===== src/rtl/seg7_pkg.sv =====
// Shared constants for the scrolling 7-segment driver: glyph encodings and FSM states.
// Glyphs are active-low, bit order {g,f,e,d,c,b,a}.
package seg7_pkg;

    localparam logic [6:0] SEG_BLANK = 7'h7F;

    localparam logic [6:0] SEG_A = 7'h08;
    localparam logic [6:0] SEG_C = 7'h46;
    localparam logic [6:0] SEG_E = 7'h06;
    localparam logic [6:0] SEG_H = 7'h09;
    localparam logic [6:0] SEG_L = 7'h47;
    localparam logic [6:0] SEG_O = 7'h40;
    localparam logic [6:0] SEG_P = 7'h0C;
    localparam logic [6:0] SEG_U = 7'h41;

    typedef enum logic [1:0] {
        IDLE   = 2'd0,
        SCROLL = 2'd1,
        DRAIN  = 2'd2
    } state_t;

endpackage


===== src/rtl/tick_divider.sv =====
// Enable-gated modulo-DIV counter; strobe is high for the one enabled cycle in which
// the count wraps, so a stalled enable freezes the phase exactly.
module tick_divider #(
    parameter int DIV = 2
) (
    input  logic clock,
    input  logic reset,
    input  logic en,
    output logic strobe
);
    localparam int CW = (DIV > 1) ? $clog2(DIV) : 1;
    localparam logic [CW-1:0] LAST = CW'(DIV - 1);

    logic [CW-1:0] cnt_reg;

    always_ff @(posedge clock) begin
        if (reset) begin
            cnt_reg <= '0;
        end else if (en) begin
            if (cnt_reg == LAST) begin
                cnt_reg <= '0;
            end else begin
                cnt_reg <= cnt_reg + 1'b1;
            end
        end
    end

    assign strobe = en && (cnt_reg == LAST);

endmodule


===== src/rtl/seg7_scroll_display.sv =====
// Scrolling-message driver for a multiplexed active-low 7-segment display.
// Message RAM feeds a shift window that is scanned onto the anodes one digit at a time.
module seg7_scroll_display
    import seg7_pkg::*;
#(
    parameter int NUM_DIGITS  = 4,
    parameter int MSG_DEPTH   = 32,
    parameter int REFRESH_DIV = 50000,
    parameter int SCROLL_DIV  = 25000000
) (
    input  logic                           clock,
    input  logic                           reset,
    input  logic                           wr_en,
    input  logic [$clog2(MSG_DEPTH)-1:0]   wr_addr,
    input  logic [6:0]                     wr_data,
    input  logic [$clog2(MSG_DEPTH+1)-1:0] msg_len,
    input  logic                           run,
    input  logic                           dir,
    input  logic                           loop,
    output logic [NUM_DIGITS-1:0]          an,
    output logic [6:0]                     seg,
    output logic                           busy,
    output logic                           done
);
    localparam int AW = $clog2(MSG_DEPTH);
    localparam int LW = $clog2(MSG_DEPTH + 1);
    localparam int IW = (NUM_DIGITS > 1) ? $clog2(NUM_DIGITS) : 1;
    localparam int DW = $clog2(NUM_DIGITS + 1);
    localparam logic [NUM_DIGITS-1:0] AN_ONE = NUM_DIGITS'(1);

    logic [6:0]            mem [MSG_DEPTH];
    logic [6:0]            rd_glyph;

    state_t                state_reg, state_next;
    logic [AW-1:0]         ptr_reg, ptr_next;
    logic [LW-1:0]         len_reg, len_next;
    logic [DW-1:0]         dcnt_reg, dcnt_next;
    logic                  done_reg, done_next;
    logic [LW-1:0]         len_clamped;
    logic [LW-1:0]         last_ptr;

    logic                  shift_en;
    logic [6:0]            shift_glyph;
    logic [6:0]            window_reg [NUM_DIGITS];
    logic [6:0]            window_next [NUM_DIGITS];

    logic [IW-1:0]         idx_reg;
    logic [NUM_DIGITS-1:0] an_reg;
    logic [6:0]            seg_reg;

    logic                  refresh_tick;
    logic                  scroll_tick;

    tick_divider #(.DIV(REFRESH_DIV)) u_refresh_div (
        .clock  (clock),
        .reset  (reset),
        .en     (1'b1),
        .strobe (refresh_tick)
    );

    // Gating the scroll divider with run is what makes pause lossless: the phase freezes.
    tick_divider #(.DIV(SCROLL_DIV)) u_scroll_div (
        .clock  (clock),
        .reset  (reset),
        .en     (busy & run),
        .strobe (scroll_tick)
    );

    // Combinational read: a same-cycle write to ptr is seen only on the following step.
    always_ff @(posedge clock) begin
        if (wr_en) begin
            mem[wr_addr] <= wr_data;
        end
    end

    assign rd_glyph    = mem[ptr_reg];
    assign len_clamped = (msg_len > LW'(MSG_DEPTH)) ? LW'(MSG_DEPTH) : msg_len;
    assign last_ptr    = len_reg - LW'(1);

    always_ff @(posedge clock) begin
        if (reset) begin
            state_reg <= IDLE;
            ptr_reg   <= '0;
            len_reg   <= '0;
            dcnt_reg  <= '0;
            done_reg  <= 1'b0;
        end else begin
            state_reg <= state_next;
            ptr_reg   <= ptr_next;
            len_reg   <= len_next;
            dcnt_reg  <= dcnt_next;
            done_reg  <= done_next;
        end
    end

    always_comb begin
        state_next  = state_reg;
        ptr_next    = ptr_reg;
        len_next    = len_reg;
        dcnt_next   = dcnt_reg;
        done_next   = 1'b0;
        shift_en    = 1'b0;
        shift_glyph = SEG_BLANK;
        case (state_reg)
            IDLE: begin
                if (run && (msg_len != '0)) begin
                    state_next = SCROLL;
                    ptr_next   = '0;
                    len_next   = len_clamped;
                end
            end
            SCROLL: begin
                if (scroll_tick) begin
                    shift_en    = 1'b1;
                    shift_glyph = rd_glyph;
                    ptr_next    = ptr_reg + 1'b1;
                    if (LW'(ptr_reg) == last_ptr) begin
                        state_next = DRAIN;
                        dcnt_next  = DW'(NUM_DIGITS);
                    end
                end
            end
            DRAIN: begin
                if (scroll_tick) begin
                    shift_en  = 1'b1;
                    dcnt_next = dcnt_reg - 1'b1;
                    if (dcnt_reg == DW'(1)) begin
                        done_next = 1'b1;
                        if (loop && run) begin
                            state_next = SCROLL;
                            ptr_next   = '0;
                        end else begin
                            state_next = IDLE;
                        end
                    end
                end
            end
            default: begin
                state_next = IDLE;
            end
        endcase
    end

    // dir=0 feeds digit 0 and moves glyphs toward higher digits; dir=1 the reverse.
    for (genvar gi = 0; gi < NUM_DIGITS; gi++) begin : g_window
        logic [6:0] from_low;
        logic [6:0] from_high;
        if (gi == 0) begin : g_low_edge
            assign from_low = shift_glyph;
        end else begin : g_low_inner
            assign from_low = window_reg[gi-1];
        end
        if (gi == NUM_DIGITS - 1) begin : g_high_edge
            assign from_high = shift_glyph;
        end else begin : g_high_inner
            assign from_high = window_reg[gi+1];
        end
        assign window_next[gi] = dir ? from_high : from_low;
    end

    always_ff @(posedge clock) begin
        if (reset) begin
            for (int k = 0; k < NUM_DIGITS; k++) begin
                window_reg[k] <= SEG_BLANK;
            end
        end else if (shift_en) begin
            window_reg <= window_next;
        end
    end

    always_ff @(posedge clock) begin
        if (reset) begin
            idx_reg <= '0;
            an_reg  <= '1;
            seg_reg <= SEG_BLANK;
        end else begin
            if (refresh_tick) begin
                idx_reg <= (idx_reg == IW'(NUM_DIGITS - 1)) ? '0 : idx_reg + 1'b1;
            end
            an_reg  <= ~(AN_ONE << idx_reg);
            seg_reg <= window_reg[idx_reg];
        end
    end

    assign an   = an_reg;
    assign seg  = seg_reg;
    assign busy = (state_reg == SCROLL) || (state_reg == DRAIN);
    assign done = done_reg;

endmodule

===== config.mk =====
export PLATFORM = sky130hd
export DESIGN_NAME = seg7_scroll_display
export DESIGN_NICKNAME = d
export VERILOG_FILES = /design/src/rtl/seg7_pkg.sv /design/src/rtl/tick_divider.sv /design/src/rtl/seg7_scroll_display.sv
export SDC_FILE = /design/constraint.sdc
export NUM_CORES = 1
export LEC_CHECK = 0
export ABC_AREA = 1
export CAP_MARGIN = 20
export CORE_ASPECT_RATIO = 2
export CORE_MARGIN = 8
export CORE_UTILIZATION = 60
export DETAILED_ROUTE_END_ITERATION = 12
export PLACE_DENSITY_LB_ADDON = 0.05
export SYNTH_ARGS = -nofsm -noshare
export SYNTH_HDL_FRONTEND = slang
export SYNTH_SLANG_ARGS = --single-unit

===== constraint.sdc =====
create_clock -name clock -period 2.82 [get_ports clock]
set_clock_uncertainty 0.15 [all_clocks]
set_input_delay 0.564 -clock clock [delete_from_list [all_inputs] [get_ports clock]]
set_output_delay 0.564 -clock clock [all_outputs]
set_load 0.01 [all_outputs]

* Word-level counts from Yosys, hierarchy flattened
Memories as Yosys holds them, arrays and structs flattened. A register that Yosys moved wholly into a read port is not among the register bits. Index checks and enable logic that the tools add are counted.
Word-level totals: bits in registers 99, memory bits (writable) 224, input bits 24, output and inout bits 13, logic and storage cells 93, memories kept 1
Memories:
- mem | depth 32, bits a word 7, rd ports 1, clocked after memory_dff 1, wr ports 1, line seg7_scroll_display.sv:31 | logic [6:0] mem [MSG_DEPTH];
Cells by class: add/subtract/negate cells 6, order comparisons 2, eq/ne operators 13, shift operators 1, muxes and demuxes 36, bitwise operators 5, reduce and logical (&&, ||, !) cells 15
Operators by type and width (count):
- 7-bit two-way mux | 8
- 5-bit two-way mux | 7
- 25-bit by 1-bit adder with 25-bit output, second input constant | 1
- 25-bit equality test, second input constant | 1
- 25-bit two-way mux | 1
- 16-bit by 1-bit adder with 16-bit output, second input constant | 1
- 16-bit equality test, second input constant | 1
- 5-bit case mux with 3 select lines | 1
- 7-bit binary-select mux with 2-bit select | 1
- 2-bit two-way mux | 6
- 2-bit inequality test, second input constant | 6
- 3-bit two-way mux | 3
- 5-bit by 6-bit equality test with 1-bit output | 1
- 6-bit greater-than comparator, second input constant | 1
- 1-bit two-way mux | 6
- 6-bit two-way mux | 1
- 2-bit case mux with 3 select lines | 1
- 3-bit case mux with 2 select lines | 1
- 6-bit AND reduction | 1
- 6-bit nonzero test | 1
- 6-bit by 1-bit subtractor with 6-bit output, second input constant | 1
- 5-bit by 1-bit adder with 5-bit output, second input constant | 1
- 5-bit AND reduction | 1
- 2-bit equality test, second input constant | 2
- other kinds (19) | 23

* Longest topological paths before layout
word-level depth 8, depth in mapped cells 14, mapped depth without buffers 14

* By module
A second synthesis with hierarchy kept.
Second synthesis, totals: cells, all modules 1710, area, all modules 15070.7 um2
Modules (own cells, without submodules):
- seg7_scroll_display | times used 1, cells each 1350, area each 12719.7 um2, seq. area each 7987.7 um2
- tick_divider at u_scroll_div | times used 1, cells each 229, area each 1452.6 um2, seq. area each 500.5 um2
- tick_divider at u_refresh_div | times used 1, cells each 131, area each 898.4 um2, seq. area each 320.3 um2

* Worst setup path after synthesis
No wires, ideal clock.
kind flip-flop to flip-flop, start register state_reg[0], end register window_reg (netlist bit g_window[2].from_high[3]), library setup time 0.115 ns, arrival 1.854 ns, data required time 2.555 ns, setup slack 0.701 ns, stages on the path, launching flop included 12, path buffers 2, clock period less this slack 2.119 ns, cells stage by stage dfxtp_1 inv_1 ha_1 nand2_2 inv_2 nand4_1 nor2_2 nand2_4 buf_6 buf_4 a21oi_1 nand2_1
Between the ends: longest elaborated chain between the ends 7, elaborated cells between the ends (all ways) 11, classes of those cells eq/ne: 2; mux: 5; bitwise: 1; reduce/logical: 3
RTL lines:
- from (decl) | line seg7_scroll_display.sv:34 | state_t state_reg, state_next;
- from (signal assigned) | line seg7_scroll_display.sv:88 | state_reg <= state_next;
- 2-bit by 1-bit equality test with 1-bit output / 2-bit equality test (equally long branches) | line seg7_scroll_display.sv:187 | assign busy = (state_reg == SCROLL) || (state_reg == DRAIN);
- 1-bit logical OR * | line seg7_scroll_display.sv:187
- net busy | line seg7_scroll_display.sv:22 | output logic busy,
- 1-bit bitwise AND * | line seg7_scroll_display.sv:65 | .en (busy & run),
- 1-bit logical AND * | line tick_divider.sv:28 | assign strobe = en && (cnt_reg == LAST);
- 7-bit two-way mux | line seg7_scroll_display.sv:113 | if (scroll_tick) begin
- 7-bit two-way mux | line seg7_scroll_display.sv:104 | case (state_reg)
- 7-bit two-way mux | line seg7_scroll_display.sv:158 | assign window_next[gi] = dir ? from_high : from_low;
- to (signal assigned) | line seg7_scroll_display.sv:167 | window_reg <= window_next;
- to (decl) | line seg7_scroll_display.sv:44 | logic [6:0] window_reg [NUM_DIGITS];
Mark *: on every way through the listed nets, which the timed path passes. The rest lies on a longest branch. A chain may end at the register's enable or synchronous reset.

* Worst setup path after layout
start register state_reg[0], end output port busy
Between the ends: longest elaborated chain between the ends 2, elaborated cells between the ends (all ways) 3, classes of those cells eq/ne: 2; reduce/logical: 1
RTL lines (line):
- 2-bit by 1-bit equality test with 1-bit output / 2-bit equality test (equally long branches) | seg7_scroll_display.sv:187
- 1-bit logical OR * | seg7_scroll_display.sv:187
- to (decl) | seg7_scroll_display.sv:22
Every way passes the cells marked *; elsewhere a longest branch is shown, timed or not.

==> flow_summary.yaml <==
setup_path:
  path_cells: "inv_1 -> ha_1 -> clkdlybuf4s50_1"
  cp-start-kind: "flop"
  arrival_ps: 1940
  worstSetupPathType: "flop to primary output"
  end_kind: "primary output"
  cp_max_fo: 5
  cp.required_ps: 2110
  cpMaxStageDelayCell: "clkdlybuf4s50_1"
  cpPeakStageDelay_ps: 560
route:
  post_drt_wl_per_cell_um: 17.4
  vias: 10712
  vias_per_cell: 5.69
  route.antenna.remaining_nets: 0
  drc: 0
  drt_iter0_drc: 1171
  drtPass1Iterations: 5
  routed_wl_um: 32700
sta:
  tightestPinTransition_ps: 683
  slew_viol_final: 0
  min_period_over_period_pct: 94.1
  fmax_mhz: 377
  tns_ps: 0
  slew_headroom_pct: 54.4
  hold_viol_final: 0
  setup_viol: 0
  grt_setup_unrepaired: "false"
  holdWs_ps: 302
  layout_min_cycle_time_ps: 2650
floorplanning:
  dieArea_mm2: 0.0294
  die_h_um: 235
  pin_count: 37
  core_area_mm2: 0.0236
  rows: 80
  start_util_pct: 60.6
  die_w_um: 125
placed_design:
  place_congestion: 0.938
  hpwl_um: 20300
  port_buffers: 36
  dp.cells: 1827
  placed_area_mm2: 0.0152
synthesis:
  synth_edf_count: 224
  synth_commonest_cells: "nand2_1, nor2_1, edfxtp_1, nand3_1, o21ai_0"
  synth-main-ff-cell: "edfxtp_1"
  ys_warn_count: 0
  synth_top_area_share_pct: 47.0
  synth_cell_types: 44
  ys_seq_area_share_pct: 61.5
  yosys.area.top_type: "edfxtp_1"
  synthMostInstantiatedCell: "nand2_1"
  ys_ff_latch: 328
  synth_area_per_cell_um2: 9.44
  async_flop_share_pct: 0
  synth.area.top_cells: "edfxtp_1, dfxtp_1, nand2_1"
  synth_fp_nets: 1557
  syn_area_mm2: 0.0143
  synth_cells: 1518
final_layout:
  insertedDiodeCount: 0
  syn_to_final_growth_pct: 12.6
  largest_reg_flops: 224
  nets: 1610
  postLayoutCellArea_mm2: 0.0161
  drive_gt1_share_pct: 8.66
  fill_cells: 1880
  fin_cells: 1881
power_and_ir_drop:
  leakage_nw: 6.00
  p_per_area_mw_per_mm2: 678
  total_power_mw: 10.9
  vdd_drop_max_mv: 0.690
cts:
  clock_latency_ps: 570
  clkTransAtPathRegs_ps: 70
  hold_buffers: 0
  cts_buffers: 29
  cts_setup_buffers: 0
  root_buffer: "clkbuf_16"
  cts_sinks: 328
  cts_buffer_depth: 3
  cts_max_level: 1
  cts_tree: "done"
  cts_resized: 0
flow_run:
  maxCapViolCount: 0
grt:
  overflow: 0
  grtUsageTotal_pct: 22.5
  grt_max_degree: 113
  grt_pass1_vias: 10477
  antenna_found_initial: 0
  grt_pass1_wl_um: 53400
hold_path:
  hp-class: "flop to flop"
status:
  status: "completed"
[critical path, delay by kind of cell (launching register included)]
kind / cells / cell delay, ps
buffers and inverters: 2 / 650
DFF: 1 / 400
adders and majority gates: 1 / 340
[final timing paths]
path                             from                  endpoint  slack, ps  cells after the start
max                      state_reg[0]                      busy        170                      3
min          u_refresh_div.cnt_reg[0]  u_refresh_div.cnt_reg[0]        300                      1
max reg2reg              state_reg[0]   g_window[1].from_low[3]        480                     11
min reg2reg  u_refresh_div.cnt_reg[0]  u_refresh_div.cnt_reg[0]        300                      1
[metrics by stage]
stage	util, %	setup slack, ps
after floorplan	-	701
after global placement	64.2	233
after detailed placement	64.2	174
after CTS	68.3	120
after global routing	68.3	104
final	68.3	167
[power by group]
group / switching (mW) / leakage (nW) / internal [mW]
Combinational: 1.13 / 2.65 / 0.491
Sequential: 0.0565 / 2.86 / 5.22
Clock: 1.74 / 0.484 / 2.29
Total: 2.92 / 6.00 / 8.01
[cells in the final DEF, fill, tap and decap left out, types with 5 or more instances in the layout]
cell,n
ha_1,15
o21ai_0,107
a211oi_1,10
nand3_1,137
or2_2,5
clkbuf_1,6
a22oi_1,18
nor2_1,249
dfxtp_1,102
edfxtp_1,224
nor3_1,18
nor2_2,6
nand2_1,315
clkinv_2,8
inv_1,98
xor2_1,11
clkbuf_16,30
buf_4,51
nand4_1,26
inv_2,6
clkdlybuf4s50_1,36
a21oi_1,56
nor3b_1,7
[area by class of cell]
type,count,area [um^2],share of cell area (%)
Tap cell,287,359,2.23
Timing Repair Buffer,90,803,4.98
Clock buffer,40,811,5.03
Sequential cell,328,8810,54.7
Inverter,107,407,2.52
Multi-Input combinational cell,1015,4780,29.6
Clock inverter,14,151,0.939
[logic make-up after synthesis]
group | synth area share (%)
AOI/OAI and AO/OA | 7.77
xor gates and xnor gates | 0.917
adders and majority gates | 1.31
buffers and inverters | 5.13
DFF | 61.5
and+or+nand+nor | 23.4
[per-layer routing]
metal	vias up	wire, um	track usage (%)
met5	-	0	0
met4	0	793	8.04
met3	54	2010	2.56
met2	363	15900	38.9
met1	5063	14000	28.7
li1	5232	-	-
(Power assumes the default switching activity.)
